==> config.mk <==
export PLATFORM = sky130hd
export DESIGN_NAME = s_axil_register_flat
export DESIGN_NICKNAME = d
export VERILOG_FILES = /design/src/rtl/s_axil_register_if.sv /design/src/rtl/s_axil_register.sv /design/src/flat_wrapper.sv
export SDC_FILE = /design/constraint.sdc
export NUM_CORES = 1
export LEC_CHECK = 0
export CORE_MARGIN = 8
export CORE_UTILIZATION = 30
export DETAILED_ROUTE_END_ITERATION = 6
export MAX_ROUTING_LAYER = met4
export SKIP_LAST_GASP = 1
export SYNTH_ARGS = -nofsm -noshare
export SYNTH_HDL_FRONTEND = slang
export SYNTH_SLANG_ARGS = --single-unit
==> constraint.sdc <==
create_clock -name ACLK -period 2.45 [get_ports ACLK]
set_clock_uncertainty 0.1 [all_clocks]
set_input_delay 0.49 -clock ACLK [delete_from_list [all_inputs] [get_ports ACLK]]
set_output_delay 0.49 -clock ACLK [all_outputs]
set_load 0.02 [all_outputs]
==> src/rtl/s_axil_register_if.sv <==
// AXI4-Lite register-slave bus bundle (AW, W, B, AR, R channels).
// Latency: none, wires only.
// Backpressure: carries VALID/READY per channel; master drives VALIDs, slave drives READYs.
// Ports: master modport drives addresses/data/strobes/VALIDs/BREADY/RREADY,
//        slave modport drives AWREADY/WREADY/ARREADY and the B/R response channels.
interface s_axil_register_if #(
  parameter int S_AXI_DATA_WIDTH = 32,
  parameter int S_AXI_ADDR_WIDTH = 32
);
  logic [S_AXI_ADDR_WIDTH-1:0]   AWADDR;
  logic                          AWVALID;
  logic                          AWREADY;
  logic [S_AXI_DATA_WIDTH-1:0]   WDATA;
  logic [S_AXI_DATA_WIDTH/8-1:0] WSTRB;
  logic                          WVALID;
  logic                          WREADY;
  logic [1:0]                    BRESP;
  logic                          BVALID;
  logic                          BREADY;
  logic [S_AXI_ADDR_WIDTH-1:0]   ARADDR;
  logic                          ARVALID;
  logic                          ARREADY;
  logic [S_AXI_DATA_WIDTH-1:0]   RDATA;
  logic [1:0]                    RRESP;
  logic                          RVALID;
  logic                          RREADY;

  modport master (
    output AWADDR, AWVALID, WDATA, WSTRB, WVALID, BREADY, ARADDR, ARVALID, RREADY,
    input  AWREADY, WREADY, BRESP, BVALID, ARREADY, RDATA, RRESP, RVALID
  );

  modport slave (
    input  AWADDR, AWVALID, WDATA, WSTRB, WVALID, BREADY, ARADDR, ARVALID, RREADY,
    output AWREADY, WREADY, BRESP, BVALID, ARREADY, RDATA, RRESP, RVALID
  );
endinterface

==> src/rtl/s_axil_register.sv <==
// AXI4-Lite slave holding NUM_REG 32-bit read/write registers at byte address 4*i.
// Latency: B valid 1 cycle after the edge where both AW and W are in; R valid 1 cycle after AR.
// Backpressure: one outstanding write and one outstanding read; READYs drop while a response waits.
// Ports: ACLK clock, ARESET async active-low reset, s_axil slave modport of the AXI4-Lite bundle.
module s_axil_register #(
  parameter int S_AXI_DATA_WIDTH = 32,  // byte lanes and word addressing assume 32
  parameter int S_AXI_ADDR_WIDTH = 32,
  parameter int NUM_REG          = 16
) (
  input  logic             ACLK,
  input  logic             ARESET,
  s_axil_register_if.slave s_axil
);

  localparam int STRB_W = S_AXI_DATA_WIDTH / 8;
  localparam int IDX_W  = (NUM_REG > 1) ? $clog2(NUM_REG) : 1;
  localparam logic [S_AXI_ADDR_WIDTH-1:0] ADDR_LIMIT = S_AXI_ADDR_WIDTH'(4 * NUM_REG);
  localparam logic [1:0] RESP_OKAY   = 2'b00;
  localparam logic [1:0] RESP_SLVERR = 2'b10;

  typedef enum logic { W_COLLECT, W_RESP } w_state_e;
  typedef enum logic { R_IDLE,    R_RESP } r_state_e;

  // ---------------------------------------------------------------- state
  w_state_e                    w_state_q, w_state_d;
  logic                        aw_held_q, aw_held_d;
  logic [IDX_W-1:0]            aw_idx_q,  aw_idx_d;
  logic                        aw_ok_q,   aw_ok_d;
  logic                        w_held_q,  w_held_d;
  logic [S_AXI_DATA_WIDTH-1:0] w_data_q,  w_data_d;
  logic [STRB_W-1:0]           w_strb_q,  w_strb_d;
  logic                        awready_q, awready_d;
  logic                        wready_q,  wready_d;
  logic                        bvalid_q,  bvalid_d;
  logic [1:0]                  bresp_q,   bresp_d;
  logic [S_AXI_DATA_WIDTH-1:0] regs_q [NUM_REG];
  logic [S_AXI_DATA_WIDTH-1:0] regs_d [NUM_REG];

  r_state_e                    r_state_q, r_state_d;
  logic                        arready_q, arready_d;
  logic                        rvalid_q,  rvalid_d;
  logic [S_AXI_DATA_WIDTH-1:0] rdata_q,   rdata_d;
  logic [1:0]                  rresp_q,   rresp_d;

  // ---------------------------------------------------------------- decode
  // Addresses are decoded at handshake time, so only the word index and the
  // in-range flag need to be held while waiting for the partner channel.
  logic             aw_hs, w_hs, ar_hs;
  logic [IDX_W-1:0] aw_idx_in, ar_idx_in;
  logic             aw_ok_in, ar_ok_in;
  logic             unused_addr_lsbs;

  assign aw_hs     = s_axil.AWVALID & awready_q;
  assign w_hs      = s_axil.WVALID  & wready_q;
  assign ar_hs     = s_axil.ARVALID & arready_q;
  assign aw_idx_in = s_axil.AWADDR[IDX_W+1:2];
  assign ar_idx_in = s_axil.ARADDR[IDX_W+1:2];
  assign aw_ok_in  = (s_axil.AWADDR < ADDR_LIMIT);
  assign ar_ok_in  = (s_axil.ARADDR < ADDR_LIMIT);
  // Byte offset within a word carries no meaning for whole-register access.
  assign unused_addr_lsbs = ^{s_axil.AWADDR[1:0], s_axil.ARADDR[1:0]};

  // ---------------------------------------------------------------- write path
  logic                        wr_go;
  logic [IDX_W-1:0]            wr_idx;
  logic                        wr_ok;
  logic [S_AXI_DATA_WIDTH-1:0] wr_data;
  logic [STRB_W-1:0]           wr_strb;

  always_comb begin
    w_state_d = w_state_q;
    aw_held_d = aw_held_q;
    aw_idx_d  = aw_idx_q;
    aw_ok_d   = aw_ok_q;
    w_held_d  = w_held_q;
    w_data_d  = w_data_q;
    w_strb_d  = w_strb_q;
    awready_d = awready_q;
    wready_d  = wready_q;
    bvalid_d  = bvalid_q;
    bresp_d   = bresp_q;
    regs_d    = regs_q;

    // Each half comes either from its holding register or straight off the
    // bus when it handshakes this very cycle.
    wr_go   = (aw_held_q | aw_hs) & (w_held_q | w_hs);
    wr_idx  = aw_held_q ? aw_idx_q : aw_idx_in;
    wr_ok   = aw_held_q ? aw_ok_q  : aw_ok_in;
    wr_data = w_held_q  ? w_data_q : s_axil.WDATA;
    wr_strb = w_held_q  ? w_strb_q : s_axil.WSTRB;

    case (w_state_q)
      W_COLLECT: begin
        if (aw_hs) begin
          aw_held_d = 1'b1;
          aw_idx_d  = aw_idx_in;
          aw_ok_d   = aw_ok_in;
        end
        if (w_hs) begin
          w_held_d = 1'b1;
          w_data_d = s_axil.WDATA;
          w_strb_d = s_axil.WSTRB;
        end
        if (wr_go) begin
          if (wr_ok) begin
            for (int k = 0; k < STRB_W; k++) begin
              if (wr_strb[k]) begin
                regs_d[wr_idx][8*k +: 8] = wr_data[8*k +: 8];
              end
            end
          end
          bresp_d   = wr_ok ? RESP_OKAY : RESP_SLVERR;
          bvalid_d  = 1'b1;
          aw_held_d = 1'b0;
          w_held_d  = 1'b0;
          awready_d = 1'b0;
          wready_d  = 1'b0;
          w_state_d = W_RESP;
        end else begin
          // A channel that has already delivered stays closed until its
          // partner shows up.
          awready_d = ~aw_held_d;
          wready_d  = ~w_held_d;
        end
      end
      W_RESP: begin
        if (s_axil.BREADY) begin
          bvalid_d  = 1'b0;
          awready_d = 1'b1;
          wready_d  = 1'b1;
          w_state_d = W_COLLECT;
        end
      end
      default: w_state_d = W_COLLECT;
    endcase
  end

  // ---------------------------------------------------------------- read path
  // regs_q (not regs_d) is sampled, so a write committing on the same edge
  // is not visible to this read.
  always_comb begin
    r_state_d = r_state_q;
    arready_d = arready_q;
    rvalid_d  = rvalid_q;
    rdata_d   = rdata_q;
    rresp_d   = rresp_q;

    case (r_state_q)
      R_IDLE: begin
        if (ar_hs) begin
          rdata_d   = ar_ok_in ? regs_q[ar_idx_in] : '0;
          rresp_d   = ar_ok_in ? RESP_OKAY : RESP_SLVERR;
          rvalid_d  = 1'b1;
          arready_d = 1'b0;
          r_state_d = R_RESP;
        end else begin
          arready_d = 1'b1;
        end
      end
      R_RESP: begin
        if (s_axil.RREADY) begin
          rvalid_d  = 1'b0;
          arready_d = 1'b1;
          r_state_d = R_IDLE;
        end
      end
      default: r_state_d = R_IDLE;
    endcase
  end

  // ---------------------------------------------------------------- flops
  always_ff @(posedge ACLK or negedge ARESET) begin
    if (!ARESET) begin
      w_state_q <= W_COLLECT;
      aw_held_q <= 1'b0;
      aw_idx_q  <= '0;
      aw_ok_q   <= 1'b0;
      w_held_q  <= 1'b0;
      w_data_q  <= '0;
      w_strb_q  <= '0;
      awready_q <= 1'b0;
      wready_q  <= 1'b0;
      bvalid_q  <= 1'b0;
      bresp_q   <= RESP_OKAY;
      for (int i = 0; i < NUM_REG; i++) begin
        regs_q[i] <= '0;
      end
      r_state_q <= R_IDLE;
      arready_q <= 1'b0;
      rvalid_q  <= 1'b0;
      rdata_q   <= '0;
      rresp_q   <= RESP_OKAY;
    end else begin
      w_state_q <= w_state_d;
      aw_held_q <= aw_held_d;
      aw_idx_q  <= aw_idx_d;
      aw_ok_q   <= aw_ok_d;
      w_held_q  <= w_held_d;
      w_data_q  <= w_data_d;
      w_strb_q  <= w_strb_d;
      awready_q <= awready_d;
      wready_q  <= wready_d;
      bvalid_q  <= bvalid_d;
      bresp_q   <= bresp_d;
      regs_q    <= regs_d;
      r_state_q <= r_state_d;
      arready_q <= arready_d;
      rvalid_q  <= rvalid_d;
      rdata_q   <= rdata_d;
      rresp_q   <= rresp_d;
    end
  end

  // ---------------------------------------------------------------- outputs
  assign s_axil.AWREADY = awready_q;
  assign s_axil.WREADY  = wready_q;
  assign s_axil.BVALID  = bvalid_q;
  assign s_axil.BRESP   = bresp_q;
  assign s_axil.ARREADY = arready_q;
  assign s_axil.RVALID  = rvalid_q;
  assign s_axil.RDATA   = rdata_q;
  assign s_axil.RRESP   = rresp_q;

endmodule

==> src/flat_wrapper.sv <==
// flat-port wrapper written by rule: the top's interface ports become plain ports
module s_axil_register_flat 
#(
  parameter int S_AXI_DATA_WIDTH = 32,                                             
  parameter int S_AXI_ADDR_WIDTH = 32,
  parameter int NUM_REG          = 16
)
  (ACLK, ARESET, s_axil_AWADDR, s_axil_AWVALID, s_axil_WDATA, s_axil_WSTRB, s_axil_WVALID, s_axil_BREADY, s_axil_ARADDR, s_axil_ARVALID, s_axil_RREADY, s_axil_AWREADY, s_axil_WREADY, s_axil_BRESP, s_axil_BVALID, s_axil_ARREADY, s_axil_RDATA, s_axil_RRESP, s_axil_RVALID);
  s_axil_register_if #(.S_AXI_DATA_WIDTH(S_AXI_DATA_WIDTH), .S_AXI_ADDR_WIDTH(S_AXI_ADDR_WIDTH)) s_axil_i ();
  input  logic ACLK;
  input  logic ARESET;
  input wire logic [$bits(s_axil_i.AWADDR)-1:0] s_axil_AWADDR;
  input wire logic [$bits(s_axil_i.AWVALID)-1:0] s_axil_AWVALID;
  input wire logic [$bits(s_axil_i.WDATA)-1:0] s_axil_WDATA;
  input wire logic [$bits(s_axil_i.WSTRB)-1:0] s_axil_WSTRB;
  input wire logic [$bits(s_axil_i.WVALID)-1:0] s_axil_WVALID;
  input wire logic [$bits(s_axil_i.BREADY)-1:0] s_axil_BREADY;
  input wire logic [$bits(s_axil_i.ARADDR)-1:0] s_axil_ARADDR;
  input wire logic [$bits(s_axil_i.ARVALID)-1:0] s_axil_ARVALID;
  input wire logic [$bits(s_axil_i.RREADY)-1:0] s_axil_RREADY;
  output wire logic [$bits(s_axil_i.AWREADY)-1:0] s_axil_AWREADY;
  output wire logic [$bits(s_axil_i.WREADY)-1:0] s_axil_WREADY;
  output wire logic [$bits(s_axil_i.BRESP)-1:0] s_axil_BRESP;
  output wire logic [$bits(s_axil_i.BVALID)-1:0] s_axil_BVALID;
  output wire logic [$bits(s_axil_i.ARREADY)-1:0] s_axil_ARREADY;
  output wire logic [$bits(s_axil_i.RDATA)-1:0] s_axil_RDATA;
  output wire logic [$bits(s_axil_i.RRESP)-1:0] s_axil_RRESP;
  output wire logic [$bits(s_axil_i.RVALID)-1:0] s_axil_RVALID;
  assign s_axil_i.AWADDR = s_axil_AWADDR;
  assign s_axil_i.AWVALID = s_axil_AWVALID;
  assign s_axil_i.WDATA = s_axil_WDATA;
  assign s_axil_i.WSTRB = s_axil_WSTRB;
  assign s_axil_i.WVALID = s_axil_WVALID;
  assign s_axil_i.BREADY = s_axil_BREADY;
  assign s_axil_i.ARADDR = s_axil_ARADDR;
  assign s_axil_i.ARVALID = s_axil_ARVALID;
  assign s_axil_i.RREADY = s_axil_RREADY;
  assign s_axil_AWREADY = s_axil_i.AWREADY;
  assign s_axil_WREADY = s_axil_i.WREADY;
  assign s_axil_BRESP = s_axil_i.BRESP;
  assign s_axil_BVALID = s_axil_i.BVALID;
  assign s_axil_ARREADY = s_axil_i.ARREADY;
  assign s_axil_RDATA = s_axil_i.RDATA;
  assign s_axil_RRESP = s_axil_i.RRESP;
  assign s_axil_RVALID = s_axil_i.RVALID;
  s_axil_register #(.S_AXI_DATA_WIDTH(S_AXI_DATA_WIDTH), .S_AXI_ADDR_WIDTH(S_AXI_ADDR_WIDTH), .NUM_REG(NUM_REG)) u_core (.ACLK(ACLK), .ARESET(ARESET), .s_axil(s_axil_i));
endmodule
* After elaboration in Yosys (flattened, before gate mapping) *
Index checks and enable logic that the tools add are counted.

word-level totals
  register bits after elaboration = 598
  input bits = 107

operators by class
  $lt $le $gt $ge = 5
  multiplexer cells = 61
  bitwise gates (word level) = 12
  eq/ne operators = 4
  reduce and logical (&&, ||, !) cells = 8

operator list
  kind                                                                           count
  512-bit two-way mux                                                            13
  512-bit bitwise mux                                                            4
  32-bit demux with 4-bit select                                                 4
  32-bit two-way mux                                                             5
  32-bit binary-select mux with 4-bit select                                     1
  32-bit by 7-bit less-than comparator with 1-bit output, second input constant  2
  24-bit two-way mux                                                             1
  1-bit two-way mux                                                              20
  16-bit two-way mux                                                             1
  1-bit case mux with 2 select lines                                             7
  2-bit AND reduction                                                            6
  5-bit greater-or-equal comparator, second input constant                       2
  4-bit NOT with 5-bit output                                                    2
  4-bit two-way mux                                                              2
  8-bit two-way mux                                                              1
  5-bit by 1-bit less-than comparator with 1-bit output, second input constant   1
  1-bit bitwise AND                                                              4
  2-bit two-way mux                                                              2
  2-bit by 1-bit != test with 1-bit output, second input constant                2
  2-bit != test, second input constant                                           2
  1-bit NOT                                                                      4
  3-bit AND reduction                                                            1
  1-bit bitwise OR                                                               2
  1-bit logical AND                                                              1

* Depth between registers and ports, before layout *
Gate-level depths: netlist of the first run.

  word-level depth = 23
  mapped depth = 9
  gate-level depth less buffers = 5

* Worst setup path after synthesis of the first run *
OpenSTA, ideal clock, no wires.

  kind = input port to flip-flop
  start point = input s_axil_AWADDR[16]
  end point = register u_core.regs_q[144] in the netlist's numbering
  setup slack = -186 ps
  required time = 2225 ps
  stages = 7
  buffers on the path = 2
  arrival = 2411 ps
  cells stage by stage = or4_4 -> nor3_2 -> a21oi_1 -> buf_6 -> buf_12 -> nor3_4 -> mux2_4

between the ends
  longest elaborated chain between the ends = 3

RTL lines
  item                                                    line                    source
  start: declaration                                      flat_wrapper.sv:12      input wire logic [$bits(s_axil_i.AWADDR)-1:0] s_axil_AWADDR;
  32-bit by 7-bit less-than comparator with 1-bit output  s_axil_register.sv:58   assign aw_ok_in = (s_axil.AWADDR < ADDR_LIMIT);
  1-bit two-way mux                                       s_axil_register.sv:88   wr_ok = aw_held_q ? aw_ok_q : aw_ok_in;
  3-bit AND reduction (no line)                           --
  end signal: assignment                                  s_axil_register.sv:205  regs_q <= regs_d;
  end: declaration                                        s_axil_register.sv:36   logic [S_AXI_DATA_WIDTH-1:0] regs_q [NUM_REG];

Every way passes these cells.
A chain may end at the register's enable or synchronous reset.

* Worst setup path in the final report of the first run *
  start point = input s_axil_AWADDR[5]
  end point = register u_core.regs_q[188] in the netlist's numbering

between the ends
  longest elaborated chain between the ends = 20
  elaborated cells between the ends (all ways) = 30

RTL lines
  item                                               line                    source
  4-bit two-way mux                                  s_axil_register.sv:87   wr_idx = aw_held_q ? aw_idx_q : aw_idx_in;
  4-bit NOT with 5-bit output (implied by the code)  s_axil_register.sv:108  regs_d[wr_idx][8*k +: 8] = wr_data[8*k +: 8];
  32-bit demux with 4-bit select                     s_axil_register.sv:108
  512-bit bitwise mux                                s_axil_register.sv:108
  512-bit two-way mux                                s_axil_register.sv:107  if (wr_strb[k]) begin
  512-bit two-way mux                                s_axil_register.sv:105  if (wr_ok) begin
  512-bit two-way mux                                s_axil_register.sv:104  if (wr_go) begin
  512-bit two-way mux                                s_axil_register.sv:92   case (w_state_q)
  [4 not listed]                                     --
  512-bit two-way mux                                s_axil_register.sv:92
  512-bit bitwise mux                                s_axil_register.sv:108
  512-bit two-way mux                                s_axil_register.sv:107
  512-bit two-way mux                                s_axil_register.sv:105
  512-bit two-way mux                                s_axil_register.sv:104
  512-bit two-way mux                                s_axil_register.sv:92
  512-bit bitwise mux                                s_axil_register.sv:108
  512-bit two-way mux                                s_axil_register.sv:107

Several ways; a longest one is shown, not always the timed one. The select of a mux whose other input is x is not followed.

==> results.toml, run 1 <==
[worst_setup_path]
path_max_fanout = 8
crit_required_ns = 2.82
rr_worst_depth = 9
worstPathArrival_ns = 2.89
crit_type = "in2reg"
ff2ff_setup_slack_ns = -0.06
end_kind = "flip-flop"
startpoint_type = "input port"

[die]
die_w_um = 321.3
num_rows = 112
dieArea_um2 = 103200
die_h_um = 321.3
ios = 148
core_um2 = 92910
initial_core_util_pct = 30.10

[routing]
wire_per_inst_um = 22.95
drc = 0
vias = 20601
wl_um = 87670
drt_iter0_drc = 1973
viasPerCell = 5.393
drtAntennaViolNets = 0
drt_pass1_iterations = 5

[global_routing]
grtUsageTotal_pct = 16.50
grt_pass1_wl_um = 131100
overflow = 0
grt_pass1_vias = 21437
antenna_found_initial = 5
grt_max_degree = 91

[timing]
finalSetupViolations = 244
setup_slack_ns = -0.07208
min_period_over_period_pct = 102.9
finalCriticalPeriod_ns = 2.522
finalHoldViolCount = 0
worst_pin_slew_ns = 1.090
setup_tns_ns = -7.237
hold_ws_ns = 0.2906
fmax_ghz = 0.3965
finalMaxSlewViolations = 0
rsz0062_at_grt = "true"
max_slew_margin_pct = 27.18

[logic_synthesis]
synth_cell_types = 47
post-synth-top-count-cell = "a21oi_1"
synth_top_area_share_pct = 53.34
ys_seq_area_share_pct = 53.34
synth_area_leaders = "dfrtp_1, mux2_2, a21oi_1"
synth_flop_cell = "dfrtp_1"
synth_async_sr_flop_share_pct = 100.0
yosys_warnings = 0
synth_top_cells_by_count = "a21oi_1, dfrtp_1, mux2_2"
ys_ff_latch = 596
synthCells = 2170
synth.cell_area_um2 = 27960
synth_edf_count = 0
synth.avg_cell_area_um2 = 12.89
synth_largest_area_cell = "dfrtp_1"

[layout]
drive_above_1_share_pct = 43.34
areaGrowthSynthToFinish_pct = 33.53
final_nets = 2623
fillers = 8444

[cts]
numCtsBuffers = 66
clkTransAtPathRegs_ns = 0.06
clockBufferDepth = 3
ctsRootBufferMaster = "clkbuf_16"
clk_latency_ns = 0.60
cts_max_level = 3
cts_tree = "done"
cts_sinks = 596

[power_and_ir_drop]
leakage_nw = 15.91
p_per_area_nw_per_um2 = 879.5
ir_worst_vdd_mv = 0.3955

[status]
violations = "negative setup slack"
status = "complete, but fails checks"

[job]
max_cap_violations = 0

[placed_design]
dp_hpwl_um = 57660
gp_congestion = 0.8392
numPortBuffers = 141

[worst_hold_path]
hold_path.class = "in2reg"
whs_path_depth = 5
-- state kept, by name (all words and copies together) (netlist names) --
register	cells
u_core.s_axil.RDATA	32
u_core.w_held_q	1
u_core.s_axil.WREADY	1
u_core.s_axil.BRESP	1
u_core.s_axil.RRESP	1
u_core.aw_ok_q	1
u_core.s_axil.RVALID	1
u_core.s_axil.BVALID	1
u_core.aw_held_q	1
u_core.regs_q	512
u_core.w_state_q	1
u_core.s_axil.ARREADY	1
u_core.w_strb_q	4
u_core.aw_idx_q	4
u_core.w_data_q	32
u_core.s_axil.AWREADY	1
u_core.r_state_q	1
-- logic make-up after synthesis --
group           count (synthesis)  share of synthesized area [%]
compound gates                702                          13.48
buf+inv                       182                          3.284
flops                         596                          53.34
mux                           485                          24.61
other cells                     1                        0.01341
simple gates                  204                          5.280
-- layer usage --
layer  routed length (um)  part of all wire [%]  GRT usage [%]
met5                    0                     0              -
met1                38470                    44          21.92
met3                 4723                   5.4          2.796
met2                42150                    48          25.97
met4                 2324                   2.7          4.818
-- layout by cell type (no fill, tap or decap), types with 5 or more instances in the layout --
master | netlist | final
a211oi_1 | 32 | 32
a21oi_1 | 618 | 450
a21oi_2 | 0 | 162
a21oi_4 | 0 | 6
a22o_1 | 32 | 32
and2_4 | 0 | 36
and3_2 | 0 | 6
buf_12 | 1 | 71
buf_16 | 0 | 5
buf_4 | 2 | 161
buf_6 | 19 | 55
buf_8 | 1 | 11
clkbuf_1 | 95 | 13
clkbuf_16 | 0 | 84
clkbuf_8 | 0 | 8
clkdlybuf4s50_1 | 0 | 129
clkinv_2 | 0 | 14
dfrtp_1 | 596 | 594
diode_2 | 0 | 5
mux2_2 | 276 | 179
mux2_4 | 16 | 113
mux2i_1 | 65 | 65
mux4_2 | 128 | 128
nand2_1 | 37 | 35
nand3b_1 | 6 | 6
nor2_1 | 10 | 10
nor2b_1 | 32 | 32
nor3_4 | 24 | 26
nor4_1 | 9 | 8
or4_4 | 2 | 6
-- worst max-delay path, stage by stage --
cell	delay [ns]
clkdlybuf4s50_1	0.54
or3b_4	0.41
or4_4	0.54
o21ai_4	0.18
buf_12	0.15
clkbuf_16	0.20
and2_4	0.16
buf_8	0.13
a21oi_1	0.08
-- path summary, 6_finish.rpt --
kind	from	endpoint
hold reg to reg	u_core.s_axil.RVALID	u_core.s_axil.RVALID
setup reg to reg	u_core.aw_held_q	u_core.regs_q[509]
setup / recovery	s_axil_AWADDR[5]	u_core.regs_q[188]
hold / removal	s_axil_AWADDR[11]	u_core.aw_ok_q
max in group asynchronous	ARESET	u_core.w_held_q
min in group asynchronous	ARESET	u_core.regs_q[404]
-- area by class of cell --
cell class	count	area [um^2]	share of cell area (%)
Timing Repair Buffer	455	5281	14.14
Multi-Input combinational cell	1393	13400	35.89
Clock inverter	22	231.5	0.6199
Clock buffer	91	1911	5.117
Inverter	4	15.01	0.04021
Tap cell	1254	1569	4.202
Antenna cell	5	12.51	0.03351
Sequential cell	596	14920	39.96
-- stage by stage --
step                instance area, um^2  utilization [%]  cells  power [W]  setup WS, ns
finish                            37340            40.19   3820    0.03284      -0.07208
global route                      37340            40.19   3820    0.03425      -0.09001
CTS                               35820            38.56   3799    0.03172      -0.04567
detailed placement                33290            35.83   3677    0.02138       -0.7329
global placement                  33290            35.83   3677    0.02103       -0.7426
floorplan                         28290                -   2171    0.01786       -0.1646
-- what timing repair did --
item | in CTS | in global routing
hold buffers | 1 | 0
buffers inserted | 5 | 7
pin swaps | 8 | 157
hold endpoints to repair | 26 | 0
gates cloned | 4 | 15
endpoints found under the setup margin | 399 | 502
resized for setup | 84 | 314
-- power by group --
group | internal [W] | switching (W) | leakage [nW] | total, W
combinational | 0.00459 | 0.00554 | 7.32 | 0.0101
clock | 0.00587 | 0.00409 | 1.06 | 0.00996
sequential | 0.0116 | 0.00115 | 7.53 | 0.0127
(Power assumes the default switching activity.)
==> run 2, diff against run 1 <==
- CORE_ASPECT_RATIO: unset -> 1.4
==> results.toml, run 2 (synthesized netlist as in run 1, its figures left out) <==
[timing]
setup_slack_ns = -0.04857
max_slew_margin_pct = 37.03
hold_ws_ns = 0.2255
finalMaxSlewViolations = 0
fmax_ghz = 0.4002
finalCriticalPeriod_ns = 2.499
finalSetupViolations = 60
rsz0062_at_grt = "true"
min_period_over_period_pct = 102.0
worst_pin_slew_ns = 0.9426
finalHoldViolCount = 0

[cts]
numCtsBuffers = 55
clk_latency_ns = 0.63
clkTransAtPathRegs_ns = 0.07
cts_sinks = 596
ctsRootBufferMaster = "clkbuf_16"
clockBufferDepth = 3
cts_max_level = 2
cts_tree = "done"

[worst_setup_path]
crit_type = "in2reg"
end_kind = "flip-flop"
worstPathArrival_ns = 2.90
startpoint_type = "input port"
path_max_fanout = 8
crit_required_ns = 2.85

[die]
ios = 148
die_w_um = 274.0
die_h_um = 377.2
dieArea_um2 = 103400
num_rows = 132
core_um2 = 92490
initial_core_util_pct = 30.23

[layout]
areaGrowthSynthToFinish_pct = 28.16
final_common_cell = "a21oi_1"
largest_register_ffs = 512
drive_above_1_share_pct = 35.78
fin_util_pct = 38.75
top_register = "u_core.regs_q"
final_cell_mix = "a21oi_1, dfrtp_1, buf_4, mux2_2, clkdlybuf4s50_1"
final_nets = 2599

[power_and_ir_drop]
leakage_nw = 15.58
ir_worst_vdd_mv = 0.5536
switchingPower_w = 0.01016
p_per_area_nw_per_um2 = 868.6
pwr-share-clk_pct = 29.4
pwr-share-seq_pct = 40.9
p_sw_share_pct = 32.65
combinationalPowerShare_pct = 29.6
power.internal_w = 0.02097

[routing]
drc = 0
wl_um = 85190
wire_per_inst_um = 22.75
drt_pass1_iterations = 5
vias = 20010
drt_iter0_drc = 1656
viasPerCell = 5.343
drtAntennaViolNets = 0

[placed_design]
gp_congestion = 0.8663
numPortBuffers = 141
dp_hpwl_um = 58820

[global_routing]
grt_pass1_wl_um = 129500
grt_pass1_vias = 21568
antenna_found_initial = 1
grt_max_degree = 97
overflow = 0
grtUsageTotal_pct = 16.36

[status]
violations = "negative setup slack"
status = "complete, but fails checks"

[worst_hold_path]
hold_path.class = "in2async"

[job]
max_cap_violations = 0
## run 2: area by class of cell
cell class | instances | area [um^2]
Multi-Input combinational cell | 1393 | 12610
Fill cell | 8642 | 56650
Sequential cell | 596 | 14920
Timing Repair Buffer | 442 | 4861
Tap cell | 1206 | 1509
Antenna cell | 1 | 2.502
Clock buffer | 75 | 1583
Clock inverter | 28 | 334.1
Inverter | 4 | 15.01
## run 2: what timing repair did
action / 4_1_cts / 5_1_grt
pin swaps: 6 / 21
endpoints found under the setup margin: 361 / 416
gates resized for setup: 21 / 91
endpoints found under the hold margin: 155 / 0
hold buffers: 1 / 0
cloned: 1 / 8
buffers inserted: 4 / 13
## run 2: worst paths after layout
path	from	endpoint	slack (ns)	cells after the start
min in group ACLK	u_core.s_axil.RVALID	u_core.s_axil.RVALID	0.38	2
setup / recovery	s_axil_AWADDR[16]	u_core.regs_q[308]	-0.05	9
hold reg to reg	u_core.s_axil.RVALID	u_core.s_axil.RVALID	0.38	2
hold / removal	ARESET	u_core.regs_q[270]	0.23	2
setup reg to reg	u_core.aw_held_q	u_core.regs_q[234]	-0.01	7
max in group asynchronous	ARESET	u_core.w_held_q	1.10	4
## run 2: worst max-delay path, stage by stage
cell and delay [ns]:
clkdlybuf4s50_1 0.40, or4_4 0.53, or4_4 0.57, o21ai_4 0.19
buf_12 0.15, buf_8 0.13, buf_16 0.14, and2_4 0.21
a21oi_1 0.09
## run 2: layer usage
| metal | vias to the layer above | track usage [%] | share of wire, % |
|---|---|---|---|
| met2 | 666 | 27.66 | 51 |
| met5 | - | - | 0 |
| met1 | 10394 | 19.02 | 39 |
| met4 | 0 | 7.654 | 4.9 |
| met3 | 216 | 2.499 | 4.8 |
| li1 | 8734 | - | - |
## run 2: power groups by stage
stage | Combinational [W] | Sequential (W) | Clock, W
after floorplan | 0.00538 | 0.0125 | 0
after global placement | 0.00829 | 0.0128 | 0
after detailed placement | 0.00851 | 0.0129 | 0
after CTS | 0.00865 | 0.0127 | 0.00938
after global routing | 0.00989 | 0.0129 | 0.00974
final | 0.00922 | 0.0127 | 0.00916
## run 2: metrics by stage
stage          worst slack (ns)  cells  TNS [ns]  instance area [um^2]  total power (W)
2_1_floorplan           -0.1646   2171    -30.31                 28290          0.01786
3_3_place_gp            -0.7249   3614   -311.86                 33140          0.02105
3_5_place_dp            -0.7593   3614   -323.97                 33140          0.02137
4_1_cts                -0.02158   3723   -0.1223                 35180          0.03072
5_1_grt                -0.08995   3745    -6.083                 35840          0.03256
6_report               -0.04857   3745   -0.9347                 35840          0.03113
